===== src/rtl/cpu_ctrl_pkg.sv =====
// Shared definitions for the datapath control sequencer: opcodes, sequencer
// states and the default immediate width.
package cpu_ctrl_pkg;

  localparam int unsigned IMM_W_DEFAULT = 8;

  typedef enum logic [1:0] {
    OP_LDA  = 2'd0,
    OP_ADDB = 2'd1,
    OP_ADDA = 2'd2,
    OP_MOVB = 2'd3
  } op_e;

  typedef enum logic [2:0] {
    S_IDLE,
    S_LD,
    S_ADD,
    S_WB,
    S_MOV
  } seq_state_e;

endpackage


===== src/rtl/control_sequencer.sv =====
// Micro-sequencer driving DataPath register-transfer strobes through T-states,
// one instruction accepted per handshake while idle.
module control_sequencer
  import cpu_ctrl_pkg::*;
#(
  parameter int unsigned IMM_W = cpu_ctrl_pkg::IMM_W_DEFAULT
) (
  input  logic             clock,
  input  logic             clear,
  input  logic             instr_valid,
  input  logic [1:0]       instr_op,
  input  logic [IMM_W-1:0] instr_imm,
  output logic             instr_ready,
  output logic             done,
  output logic             RAout,
  output logic             RBout,
  output logic             RZout,
  output logic             RAin,
  output logic             RBin,
  output logic             RZin,
  output logic [IMM_W-1:0] AddImmediate,
  output logic [IMM_W-1:0] RegisterAImmediate
);

  seq_state_e       state_q, state_d;
  op_e              op_q, op_d;
  logic [IMM_W-1:0] imm_q, imm_d;

  logic             ready_d, done_d;
  logic             ra_out_d, rz_out_d, ra_in_d, rb_in_d, rz_in_d;
  logic [IMM_W-1:0] add_imm_d, rega_imm_d;

  always_comb begin
    state_d = state_q;
    op_d    = op_q;
    imm_d   = imm_q;
    unique case (state_q)
      S_IDLE: begin
        if (instr_valid) begin
          op_d  = op_e'(instr_op);
          imm_d = instr_imm;
          unique case (op_e'(instr_op))
            OP_LDA:           state_d = S_LD;
            OP_ADDB, OP_ADDA: state_d = S_ADD;
            default:          state_d = S_MOV;
          endcase
        end
      end
      S_ADD:   state_d = S_WB;
      default: state_d = S_IDLE;
    endcase
  end

  // Outputs are decoded from the next state so the flops present each
  // T-state's controls for the whole cycle starting at the entering edge.
  always_comb begin
    ready_d    = 1'b0;
    done_d     = 1'b0;
    ra_out_d   = 1'b0;
    rz_out_d   = 1'b0;
    ra_in_d    = 1'b0;
    rb_in_d    = 1'b0;
    rz_in_d    = 1'b0;
    add_imm_d  = '0;
    rega_imm_d = '0;
    unique case (state_d)
      S_IDLE: ready_d = 1'b1;
      S_LD: begin
        rega_imm_d = imm_d;
        ra_in_d    = 1'b1;
        done_d     = 1'b1;
      end
      S_ADD: begin
        ra_out_d  = 1'b1;
        add_imm_d = imm_d;
        rz_in_d   = 1'b1;
      end
      S_WB: begin
        rz_out_d = 1'b1;
        done_d   = 1'b1;
        if (op_d == OP_ADDB) rb_in_d = 1'b1;
        else                 ra_in_d = 1'b1;
      end
      S_MOV: begin
        ra_out_d = 1'b1;
        rb_in_d  = 1'b1;
        done_d   = 1'b1;
      end
      default: ready_d = 1'b0;
    endcase
  end

  always_ff @(posedge clock or posedge clear) begin
    if (clear) begin
      state_q            <= S_IDLE;
      op_q               <= OP_LDA;
      imm_q              <= '0;
      instr_ready        <= 1'b1;
      done               <= 1'b0;
      RAout              <= 1'b0;
      RZout              <= 1'b0;
      RAin               <= 1'b0;
      RBin               <= 1'b0;
      RZin               <= 1'b0;
      AddImmediate       <= '0;
      RegisterAImmediate <= '0;
    end else begin
      state_q            <= state_d;
      op_q               <= op_d;
      imm_q              <= imm_d;
      instr_ready        <= ready_d;
      done               <= done_d;
      RAout              <= ra_out_d;
      RZout              <= rz_out_d;
      RAin               <= ra_in_d;
      RBin               <= rb_in_d;
      RZin               <= rz_in_d;
      AddImmediate       <= add_imm_d;
      RegisterAImmediate <= rega_imm_d;
    end
  end

  // Reserved bus driver; never used by the current instruction set.
  assign RBout = 1'b0;

endmodule

===== config.mk =====
export PLATFORM = sky130hd
export DESIGN_NAME = control_sequencer
export DESIGN_NICKNAME = d
export VERILOG_FILES = /design/src/rtl/cpu_ctrl_pkg.sv /design/src/rtl/control_sequencer.sv
export SDC_FILE = /design/constraint.sdc
export NUM_CORES = 1
export LEC_CHECK = 0
export CORE_ASPECT_RATIO = 0.7
export CORE_MARGIN = 5
export CORE_UTILIZATION = 51
export DETAILED_ROUTE_END_ITERATION = 10
export PLACE_DENSITY = 0.82
export SLEW_MARGIN = 10
export SYNTH_ARGS = -nofsm -noshare
export SYNTH_HDL_FRONTEND = slang
export SYNTH_SLANG_ARGS = --single-unit

===== constraint.sdc =====
create_clock -name clock -period 5.3 [get_ports clock]
set_input_delay 1.59 -clock clock [delete_from_list [all_inputs] [get_ports clock]]
set_output_delay 1.59 -clock clock [all_outputs]
set_load 0.01 [all_outputs]

==> results.cfg <==
[worst_setup_path]
worstPathArrival_ps = 3600
crit_path_max_fanout = 15
path_class = in -> reg
critPathCaptureType = register
critPathLaunchType = input pin
required_ps = 5440

[cts]
cts_max_level = 2
clkLatencyLatePin_ps = 280
clkTransAtPathRegs_ps = 60
clock_sinks = 36
cts_root_buf = clkbuf_8
post_cts.repair.setup_buffers = 0
cts-resized-gates = 0
cts_tree = done
cts_buffer_depth = 2
numCtsBuffers = 5
ctsHoldBuffers = 0

[timing]
finalMaxSlewViolations = 0
timing.final.crit_share = 0.6537
hold_viol = 0
fin_skew_ps = 7.181
tns_ps = 0
holdWs_ps = 491.2
fmax_mhz = 288.6
max-slew-margin-rel = 0.2784
period_minus_slack_ps = 3465
rsz0062_at_grt = false
setup_violations = 0
setup_slack_ps = 1835
tightestPinTransition_ps = 1078

[hold_path]
min_path_type = reg -> reg

[global_route]
grt_max_degree = 37
antenna_found_initial = 0
grt_pass1_vias = 890
grt_overflow = 0
grt_pass1_wl_mm = 4.319
track_usage = 0.1548

[detailed_routing]
drtIter0Drc = 49
via_count = 848
wirelength_mm = 2.561
drt_pre_antenna_iters = 4
via_per_inst = 4.846
wire_per_inst_um = 14.63
ant_nets = 0
drc_errors = 0

[floorplan]
ios = 37
die-area_mm2 = 0.003933
start_util = 0.5179
die_x_um = 72.85
rows = 16
dieHeight_um = 54.00
core_area_mm2 = 0.002723

[yosys]
synth_warnings = 0
synth_cell_types = 30
synth-seq-cells = 36
ys_seq_area_frac = 0.6398
synth_top_area_cell = dfrtp_1
synthCells = 99
syn_nets = 114
synth_top_area_frac = 0.6211
synth_area_leaders = dfrtp_1 (62%), mux2_2 (5.6%), nor3b_1 (3.7%)
netlist_area_mm2 = 0.001410
avgSynthCellArea_um2 = 14.24

[layout]
stdcell_area_mm2 = 0.001879
area_delta_synth_final_pct = 33.27
nets = 153
layout_common_cells = dfrtp_1 (35), clkdlybuf4s50_1 (35), nor2b_1 (8)
diodes = 0
final_util = 0.6903
stdcell_count = 175
drive_gt1_frac = 0.1655
nFillCells = 187

[power_and_ir_drop]
total_power_mw = 0.9224
peakVddDrop_uv = 276.9
pwr_density_cell_mw_per_mm2 = 490.8
p_leak_nw = 0.8572

[placed_design]
io_buffers = 35
hpwl_mm = 1.817
place_inst = 167
dpl-instance-area_mm2 = 0.001779
gp_congestion = 0.7765
place_ws_ps = 1515

[status]
status = complete, no violations

[run]
maxCapViolCount = 0
[where the power goes]
group	switching (mW)	total, mW	internal, mW
Sequential	0.0376	0.401	0.363
Clock	0.0879	0.206	0.118
Combinational	0.143	0.315	0.172
[cell usage after synthesis, drive strengths merged]
master	count
mux2i	1
buf	3
a21oi	3
nor3b	8
dfstp	1
clkbuf	1
and2b	3
nand2b	1
inv	4
conb	1
ha	2
nor3	1
o211ai	1
nor2	4
o21ai	2
nor2b	8
nor4b	1
o21ba	1
and3b	1
o21a	2
and2	1
o31ai	1
mux2	10
nand2	2
dfrtp	35
o311ai	1
[state kept, by name, indices dropped and copies added, names as in the netlist]
register,flops
state_q,3
RZin,1
imm_q,8
instr_ready,1
RAin,1
AddImmediate,8
RAout,1
RZout,1
op_q,2
RegisterAImmediate,8
done,1
RBin,1
[cell type report]
| cell class | instances | area (µm²) | area share |
|---|---|---|---|
| flip-flops and latches | 36 | 902.1 | 0.4800 |
| repair buffers | 36 | 357.8 | 0.1904 |
| well taps | 36 | 45.04 | 0.02397 |
| clock buffers | 8 | 100.1 | 0.05326 |
| inverters | 4 | 15.01 | 0.007989 |
| multi-input cells | 55 | 459.2 | 0.2443 |
[layer usage]
metal,up-vias,global-route usage,wire length [µm]
met1,412,0.1857,1136
met3,4,0.05597,192
li1,406,-,-
met2,26,0.2470,1199
met5,-,0,0
met4,0,0.08282,33
[worst paths after layout]
path,from,endpoint,slack [ps],cells after the start
min in group asynchronous,clear,RBin,1700,3
setup / recovery,instr_valid,RegisterAImmediate[0],1840,4
hold / removal,imm_q[6],imm_q[6],490,1
hold reg to reg,imm_q[6],imm_q[6],490,1
setup reg to reg,state_q[1],RegisterAImmediate[0],3140,3
max in group asynchronous,clear,instr_ready,3260,3
[cells by family after synthesis]
family | count (synthesis) | share of synthesized area
multiplexers | 11 | 0.09494
AND/OR/NAND/NOR | 30 | 0.1544
other | 1 | 0.002659
AO/OA/AOI/OAI | 11 | 0.05590
adder cells (fa/ha/maj) | 2 | 0.01774
flip-flops | 36 | 0.6398
buffers and inverters | 8 | 0.03460
[worst max-delay path, cell delays in order]
cell and delay (ps):
clkdlybuf4s50_1 540, nor4b_4 900, mux2_2 430, nor2b_1 130
(Power assumes the default switching activity.)
